**src/rtl/asteroid_lane_engine.sv**
```systemverilog
// rtl/asteroid_lane_engine.sv - multi-lane falling-asteroid game-state engine
module asteroid_lane_engine #(
   parameter int LANES         = 5,
   parameter int LANE_X0       = 208,
   parameter int LANE_PITCH    = 128,
   parameter int SIZE          = 32,
   parameter int TOP_Y         = 36,
   parameter int DEFENSE_Y     = 420,
   parameter int PLANET_Y      = 470,
   parameter int TICK_DIV      = 833333,
   parameter int STEP          = 2,
   parameter int BLAST_TICKS   = 30,
   parameter int RESPAWN_TICKS = 45,
   parameter int LIVES_INIT    = 3
) (
   input  logic             clk,
   input  logic             rst_n,
   input  logic [9:0]       HCounter,
   input  logic [9:0]       VCounter,
   input  logic [LANES-1:0] fire,
   output logic             draw_rock,
   output logic             draw_blast,
   output logic [7:0]       score,
   output logic [2:0]       lives,
   output logic             game_over
);

   localparam int TW = (TICK_DIV > 1) ? $clog2(TICK_DIV) : 1;
   localparam int CW = 16;

   typedef enum logic [1:0] {WAIT, FALL, BLAST} laneState_t;

   logic [1:0]       rstSync;
   logic             rstInt;
   logic [TW-1:0]    tickCnt;
   logic             tick;
   logic [LANES-1:0] f1, f2, f3, shot;
   logic [LANES-1:0] hit, impact, inRock, inBlast;
   logic [3:0]       nHits, nImpacts;
   logic [8:0]       scoreSum;
   logic [7:0]       scoreR, scoreNext;
   logic [2:0]       livesR, livesNext;
   logic             gameOver, drawRockR, drawBlastR;

   // Reset asserts immediately but releases two clocks later, aligned to clk.
   always_ff @(posedge clk or negedge rst_n) begin
      if (!rst_n) rstSync <= 2'b00;
      else        rstSync <= {rstSync[0], 1'b1};
   end
   assign rstInt = rstSync[1];

   assign tick = (tickCnt == TW'(TICK_DIV - 1)) && !gameOver;

   always_ff @(posedge clk or negedge rstInt) begin
      if (!rstInt)        tickCnt <= '0;
      else if (!gameOver) tickCnt <= tick ? '0 : tickCnt + TW'(1);
   end

   always_ff @(posedge clk or negedge rstInt) begin
      if (!rstInt) begin
         f1 <= '0;
         f2 <= '0;
         f3 <= '0;
      end else begin
         f1 <= fire;
         f2 <= f1;
         f3 <= f2;
      end
   end
   assign shot = f2 & ~f3;

   for (genvar i = 0; i < LANES; i++) begin : gLane
      localparam int X    = LANE_X0 + i * LANE_PITCH;
      localparam int STAG = i * (RESPAWN_TICKS / LANES);

      laneState_t    st, stNext;
      logic [9:0]    y, yNext, yStep;
      logic [CW-1:0] cnt, cntNext;
      logic [10:0]   yBot, yStepBot;
      logic          hitL, impactL, inBox;

      // The wait counter is preloaded so the first spawn happens after STAG ticks.
      always_ff @(posedge clk or negedge rstInt) begin
         if (!rstInt) begin
            st  <= WAIT;
            y   <= 10'(TOP_Y);
            cnt <= CW'(RESPAWN_TICKS - STAG);
         end else if (!gameOver) begin
            st  <= stNext;
            y   <= yNext;
            cnt <= cntNext;
         end
      end

      assign yStep    = y + 10'(STEP);
      assign yBot     = {1'b0, y} + 11'(SIZE);
      assign yStepBot = {1'b0, yStep} + 11'(SIZE);

      always_comb begin
         stNext  = st;
         yNext   = y;
         cntNext = cnt;
         hitL    = 1'b0;
         impactL = 1'b0;
         case (st)
            WAIT: begin
               if (cnt >= CW'(RESPAWN_TICKS)) begin
                  stNext  = FALL;
                  yNext   = 10'(TOP_Y);
                  cntNext = '0;
               end else if (tick) begin
                  cntNext = cnt + CW'(1);
               end
            end
            FALL: begin
               // Hit is judged on the pre-step position and beats both step and impact.
               if (shot[i] && (yBot >= 11'(DEFENSE_Y))) begin
                  hitL    = 1'b1;
                  stNext  = BLAST;
                  cntNext = '0;
               end else if (tick) begin
                  yNext = yStep;
                  if (yStepBot >= 11'(PLANET_Y)) begin
                     impactL = 1'b1;
                     stNext  = WAIT;
                     cntNext = '0;
                  end
               end
            end
            BLAST: begin
               if (tick) begin
                  if (cnt >= CW'(BLAST_TICKS - 1)) begin
                     stNext  = WAIT;
                     cntNext = '0;
                  end else begin
                     cntNext = cnt + CW'(1);
                  end
               end
            end
            default: stNext = WAIT;
         endcase
      end

      assign inBox = ({1'b0, HCounter} >= 11'(X)) && ({1'b0, HCounter} < 11'(X + SIZE)) &&
                     (VCounter >= y) && ({1'b0, VCounter} < yBot);

      assign hit[i]     = hitL;
      assign impact[i]  = impactL;
      assign inRock[i]  = inBox && (st == FALL);
      assign inBlast[i] = inBox && (st == BLAST);
   end

   always_comb begin
      nHits    = '0;
      nImpacts = '0;
      for (int k = 0; k < LANES; k++) begin
         nHits    = nHits + 4'(hit[k]);
         nImpacts = nImpacts + 4'(impact[k]);
      end
      scoreSum  = {1'b0, scoreR} + 9'(nHits);
      scoreNext = scoreSum[8] ? 8'hFF : scoreSum[7:0];
      livesNext = ({1'b0, livesR} > nImpacts) ? 3'({1'b0, livesR} - nImpacts) : 3'd0;
   end

   always_ff @(posedge clk or negedge rstInt) begin
      if (!rstInt) begin
         scoreR   <= '0;
         livesR   <= 3'(LIVES_INIT);
         gameOver <= 1'b0;
      end else if (!gameOver) begin
         scoreR   <= scoreNext;
         livesR   <= livesNext;
         gameOver <= (livesNext == 3'd0);
      end
   end

   // Drawing keeps running after game over so the frozen scene stays visible.
   always_ff @(posedge clk or negedge rstInt) begin
      if (!rstInt) begin
         drawRockR  <= 1'b0;
         drawBlastR <= 1'b0;
      end else begin
         drawRockR  <= |inRock;
         drawBlastR <= |inBlast;
      end
   end

   assign draw_rock  = drawRockR;
   assign draw_blast = drawBlastR;
   assign score      = scoreR;
   assign lives      = livesR;
   assign game_over  = gameOver;

endmodule

```
**config.mk**
```make
export PLATFORM = sky130hd
export DESIGN_NAME = asteroid_lane_engine
export DESIGN_NICKNAME = d
export VERILOG_FILES = /design/src/rtl/asteroid_lane_engine.sv
export SDC_FILE = /design/constraint.sdc
export NUM_CORES = 1
export LEC_CHECK = 0
export ABC_AREA = 1
export CAP_MARGIN = 20
export CORE_MARGIN = 2
export CORE_UTILIZATION = 25
export DETAILED_ROUTE_END_ITERATION = 8
export PLACE_DENSITY = 0.4
export SLEW_MARGIN = 20
export SYNTH_ARGS = -nofsm -noshare
export SYNTH_HDL_FRONTEND = slang
export SYNTH_SLANG_ARGS = --single-unit
```
**constraint.sdc**
```tcl
create_clock -name clk -period 13.9 [get_ports clk]
set_input_delay 1.39 -clock clk [delete_from_list [all_inputs] [get_ports clk]]
set_output_delay 1.39 -clock clk [all_outputs]
set_load 0.005 [all_outputs]
```
# Yosys cells after proc, flatten, opt, wreduce, memory -nomap -nowiden
# Cells that the tools add are included.
totals:
  register_bits: 191
  wordCells: 345
  rom_bits: 0
  latch_bits: 0
  n_memories: 0
  ram_bits: 0
classes:
  div: 0
  magnitude_cmp: 41
  mul: 0
  shifts: 0
  n_addsub: 31
  n_bitwise: 3
  eq_ne: 51
  mux: 129
  n_reduce_logical: 65
ops:
  columns: ["op", "count"]
  rows:
  - ["16-bit 2-to-1 mux", 35]
  - ["16-bit case mux with 3 select lines", 5]
  - ["10-bit 2-to-1 mux", 15]
  - ["10-bit by 6-bit adder with 11-bit output (second input constant)", 10]
  - ["11-bit by 9-bit >= comparator with 1-bit output (second input constant)", 10]
  - ["10-bit case mux with 2 select lines", 5]
  - ["16-bit by 1-bit adder with 16-bit output (second input constant)", 5]
  - ["16-bit by 5-bit >= comparator with 1-bit output (second input constant)", 5]
  - ["16-bit by 6-bit >= comparator with 1-bit output (second input constant)", 5]
  - ["2-bit 2-to-1 mux", 30]
  - ["6-bit AND reduction", 10]
  - ["10-bit by 11-bit < comparator with 1-bit output", 5]
  - ["10-bit by 2-bit adder with 10-bit output (second input constant)", 5]
  - ["10-bit >= comparator", 5]
  - ["2-bit inequality test (second input constant)", 25]
  - ["3-bit inequality test (second input constant)", 15]
  - ["1-bit logical AND", 31]
  - ["1-bit 2-to-1 mux", 31]
  - ["2-bit case mux with 3 select lines", 5]
  - ["5-bit AND reduction", 5]
  - ["20-bit by 1-bit adder with 20-bit output (second input constant)", 1]
  - ["20-bit == test (second input constant)", 1]
  - ["10-bit >= comparator (second input constant)", 2]
  - ["10-bit by 9-bit >= comparator with 1-bit output (second input constant)", 2]
  - ["25 further kinds", 52]

# Logic depth before layout (Yosys ltp)
logic_depth:
  ltp_word: 15
  ltp_mapped: 24
  ltp_nobuf: 23

# Worst setup path after synthesis
# OpenSTA, ideal clock, no wires.
synth_timing:
  kind: "reg-to-reg"
  from: "reg tickCnt[0]"
  to: "reg gameOver (netlist: game_over)"
  setup_time_ns: 0.116
  required_ns: 13.784
  setup_slack_ns: 9.656
  synth_period_minus_slack_ns: 4.244
  stages_incl_launch_ff: 17
  t_arrival_ns: 4.129
  path_cell_list: "dfrtp_1 inv_1 ha_1 nand2_1 nor2_2 nand3_4 nor2_8 buf_1 nand4_1 fa_1 inv_1 fa_1 ha_1 fa_1 inv_1 fa_1 o311ai_0"
synth_between:
  elab_chain_len: 13
  word_cells_on_any_way: 26
  classes_between: "add/sub (5); order compare (1); eq/ne (1); mux (17); reduce/logical (2)"
synth_rtl:
  columns: ["item", "line", "rtl"]
  rows:
  - ["from (decl)", "35", "logic [TW-1:0] tickCnt;"]
  - ["from (signal assigned)", "56", "else if (!gameOver) tickCnt <= tick ? '0 : tickCnt + TW'(1);"]
  - ["20-bit == test *", "52", "assign tick = (tickCnt == TW'(TICK_DIV - 1)) && !gameOver;"]
  - ["1-bit logical AND *", "52", null]
  - ["1-bit 2-to-1 mux", "121", "end else if (tick) begin"]
  - ["1-bit 2-to-1 mux", "117", "if (shot[i] && (yBot >= 11'(DEFENSE_Y))) begin"]
  - ["1-bit 2-to-1 mux", "105", "case (st)"]
  - ["1-bit by 1-bit adder with 2-bit output", "158", "nImpacts = nImpacts + 4'(impact[k]);"]
  - ["2-bit by 1-bit adder with 3-bit output", "158", null]
  - ["3-bit by 1-bit adder with 4-bit output", "158", null]
  - ["4-bit by 1-bit adder with 4-bit output *", "158", null]
  - ["3-bit by 4-bit greater-than comparator with 1-bit output or 3-bit subtractor (tied branches)", "162", "livesNext = ({1'b0, livesR} > nImpacts) ? 3'({1'b0, livesR} - nImpacts) : 3'd0;"]
  - ["3-bit 2-to-1 mux *", "162", null]
  - ["3-bit zero test *", "173", "gameOver <= (livesNext == 3'd0);"]
  - ["1-bit 2-to-1 mux *", "170", "end else if (!gameOver) begin"]
  - ["to (signal assigned)", "173", null]
  - ["to (decl)", "43", "logic gameOver, drawRockR, drawBlastR;"]
# Mark *: on every way between the ends. The rest lies on a longest branch, timed or not.
# A chain may end at the register's enable or synchronous reset.

# Worst setup path in the final report
layout_timing:
  from: "reg gLane[1].y[5]"
  to: "reg gameOver (netlist: game_over)"
layout_between:
  elab_chain_len: 15
  word_cells_on_any_way: 19
  classes_between: "add/sub (8); order compare (3); mux (6); reduce/logical (2)"
layout_rtl:
  columns: ["item", "line", "rtl"]
  rows:
  - ["from (decl)", "77", "logic [9:0] y, yNext, yStep;"]
  - ["from (signal assigned)", "86", "y <= 10'(TOP_Y);"]
  - ["from (signal assigned)", "90", "y <= yNext;"]
  - ["10-bit by 2-bit adder with 10-bit output", "95", "assign yStep = y + 10'(STEP);"]
  - ["10-bit by 6-bit adder with 11-bit output", "97", "assign yStepBot = {1'b0, yStep} + 11'(SIZE);"]
  - ["11-bit by 9-bit >= comparator with 1-bit output", "123", "if (yStepBot >= 11'(PLANET_Y)) begin"]
  - ["1-bit 2-to-1 mux", "123", null]
  - ["1-bit 2-to-1 mux", "121", null]
  - ["1-bit 2-to-1 mux *", "117", null]
  - ["1-bit 2-to-1 mux *", "105", null]
  - ["1-bit by 1-bit adder with 2-bit output *", "158", null]
  - ["2-bit by 1-bit adder with 3-bit output *", "158", null]
  - ["3-bit by 1-bit adder with 4-bit output *", "158", null]
  - ["4-bit by 1-bit adder with 4-bit output *", "158", null]
  - ["3-bit by 4-bit greater-than comparator with 1-bit output or 3-bit subtractor (tied branches)", "162", null]
  - ["3-bit 2-to-1 mux *", "162", null]
  - ["3-bit zero test *", "173", null]
  - ["1-bit 2-to-1 mux *", "170", null]
# Marked as above.

==> out/results.tsv <==
metric	value	unit
run_status	finished, final reports clean	
worstReg2RegStart	gLane[1].y[5]	
drive_above_1_share	7.11	%
critPathKind	reg -> reg	
power	1.10	mW
dieWidth	240	µm
io_buffers	35	
p_switching	0.298	mW
vias	11900	
cp_max_fo	10	
cap_violations	0	
reg2reg_slack	9.17	ns
initial_core_util	25.2	%
grt_antenna_before_repair	0	
final_common_cell	nand2_1	
required	14.28	ns
cp.arrival	5.11	ns
die_h	240	µm
rsz0062_at_grt	false	
first_pass_iters	4	
final-hold-violation-count	0	
dieArea	57400	µm²
place_congestion	0.779	
ys_seq_elements	186	
seqPwrFrac	49.8	%
multi_input_area	7860	µm²
intPower	0.802	mW
max-clock-path-buffers	2	
p_per_area	70.6	nW/µm²
nets	2121	
p_clk_share	45.3	%
stdcell_count	2716	
io_pins	41	
htreeDepth	4	
synth_area	13900	µm²
grt.overflow.total	0	
ir_worst_vdd	102	µV
fin_hold_ws	0.354	ns
clk_pin_slew	0.08	ns
most-common-layout-cells	nand2_1 (500), inv_1 (280), nor2_1 (208)	
yosysWarnings	0	
reg2reg_to	game_over	
finalWirelength	35.5	mm
cp-startpoint	gLane[1].y[5]	
hold_class	reg -> reg	
max_slew.worst_pin.slew	0.871	ns
post_cts_resized	0	
cp-start-kind	flop	
wire_per_inst	13.1	µm
setup_slack	9.17	ns
drc	0	
pwr-share-comb	4.9	%
n_fill_cell	6019	
tritoncts	built	
endpoint	game_over	
dr.first_iter.drc_count	732	
cts-root-buf	clkbuf_16	
min_period	4.73	ns
grt_pass1_vias	11300	
setup_tns	0	ns
drv_slew	0	
fin_skew	0.0134	ns
period_share	34.0	%
dp.cells	2684	
slew_headroom	41.8	%
synth_top_area_share	28.9	%
insertedDiodeCount	0	
dp_hpwl	26.8	mm
grt_pass1_wl	59.3	mm
dp_slack	9.16	ns
via_per_inst	4.36	
area_delta_synth_final	12.3	%
syn_inst	1934	
grt_max_degree	52	
hold_buffers	0	
core_region_area	55000	µm²
grt_use_total	13.2	%
seq_area	4690	µm²
synthesis.nets	2100	
yosys.area.top_type	dfrtp_1	
seq_area_frac_synth	33.8	%
postCtsSetupBuffers	0	
fp-row-count	86	
cts_buffers	17	
cts.sinks	186	
reg2reg_depth	17	
async_reset_ff_share	100	%
avgSynthCellArea	7.17	µm²
p_leak	7.57	nW
max_freq	0.212	GHz
yosysUniqueCellTypes	59	
switching_share	27.1	%
ys_top_cells_by_area	dfrtp_1 (29%), nand2_1 (14%), ha_1 (12%)	
synth-edff-count	0	
clkLatencyLatePin	0.51	ns
ys.flop_type	dfrtp_1	
drtAntennaViolNets	0	
setup.worst_path.end_class	flop	
setup_viol	0	
hp-start	f1[2]	
-- cell type report --
| class | instances | area share (%) |
|---|---|---|
| Clock buffer | 17 | 2.73 |
| Inverter | 294 | 7.16 |
| Sequential cell | 186 | 30.1 |
| Multi-Input combinational cell | 1416 | 50.5 |
| Tap cell | 748 | 6.01 |
| Clock inverter | 15 | 1.01 |
| Timing Repair Buffer | 40 | 2.49 |
-- Yosys cell counts, types with 13 or more instances --
cell,n
a21oi_1,68
buf_2,13
clkbuf_1,14
dfrtp_1,160
dfstp_2,26
ha_1,132
inv_1,280
nand2_1,500
nand3_1,196
nand4_1,60
nor2_1,208
nor2_2,20
nor3_1,33
o21ai_0,49
o21ai_1,14
or2_2,14
xor2_1,33
-- worst min path at each step --
stage | endpoint | slack (ns) | depth (start not counted)
3_3_place_gp | rstSync[1] | 0.34 | 0
2_1_floorplan | f2[0] | 0.33 | 0
3_5_place_dp | rstSync[1] | 0.34 | 0
5_1_grt | f2[2] | 0.36 | 0
4_1_cts | rstSync[1] | 0.36 | 0
6_report | f2[2] | 0.35 | 0
-- cell families after synthesis --
logic type / Yosys count / synth area share (%)
adders and majority gates: 139 / 12.9
buffers and inverters: 332 / 9.54
AOI/OAI and AO/OA: 164 / 6.65
and+or+nand+nor: 1072 / 34.5
DFF: 186 / 33.8
other: 1 / 0.0270
xor gates and xnor gates: 40 / 2.53
-- sequential cells by signal (all words and copies together), names as in the netlist --
name	cells
gLane.y	45
f3	5
draw_blast	1
tickCnt	20
rstSync	2
score	8
gLane.cnt	80
f1	5
f2	5
game_over	1
draw_rock	1
gLane.st	10
lives	3
-- metal layers --
layer / GRT usage [%] / vias up / part of all wire (%) / routed length [µm]
li1: - / 6244 / - / -
met4: 4.60 / 0 / 1.6 / 565
met2: 20.0 / 142 / 44 / 15500
met3: 2.86 / 28 / 3.3 / 1180
met5: 0 / - / 0 / 0
met1: 18.4 / 5440 / 51 / 18300
-- critical path, cell delays in order (launching register included) --
cell and delay, ns:
dfstp_2 0.65, ha_1 0.26, nand3_1 0.14, xor2_1 0.19, nor2_1 0.09, nand2_1 0.11
nand2_1 0.07, nand2_1 0.12, inv_1 0.10, nand3_1 0.17, fa_1 0.57, inv_1 0.06
fa_1 0.42, ha_1 0.34, fa_1 0.40, inv_1 0.07, fa_1 0.43, o311ai_0 0.40
-- power groups by stage --
stage / Combinational, mW / Clock, mW / Sequential, mW
after global placement: 0.0546 / 0 / 0.558
after detailed placement: 0.0552 / 0 / 0.558
after floorplan: 0.0265 / 0 / 0.562
after CTS: 0.0555 / 0.529 / 0.548
after global routing: 0.0634 / 0.549 / 0.548
final: 0.0538 / 0.499 / 0.547
-- through the flow --
step	cell area [µm²]	utilization [%]
5_1_grt	15600	28.3
6_report	15600	28.3
3_3_place_gp	15000	27.3
2_1_floorplan	13900	-
3_5_place_dp	15000	27.3
4_1_cts	15600	28.3
(Power assumes the default switching activity.)
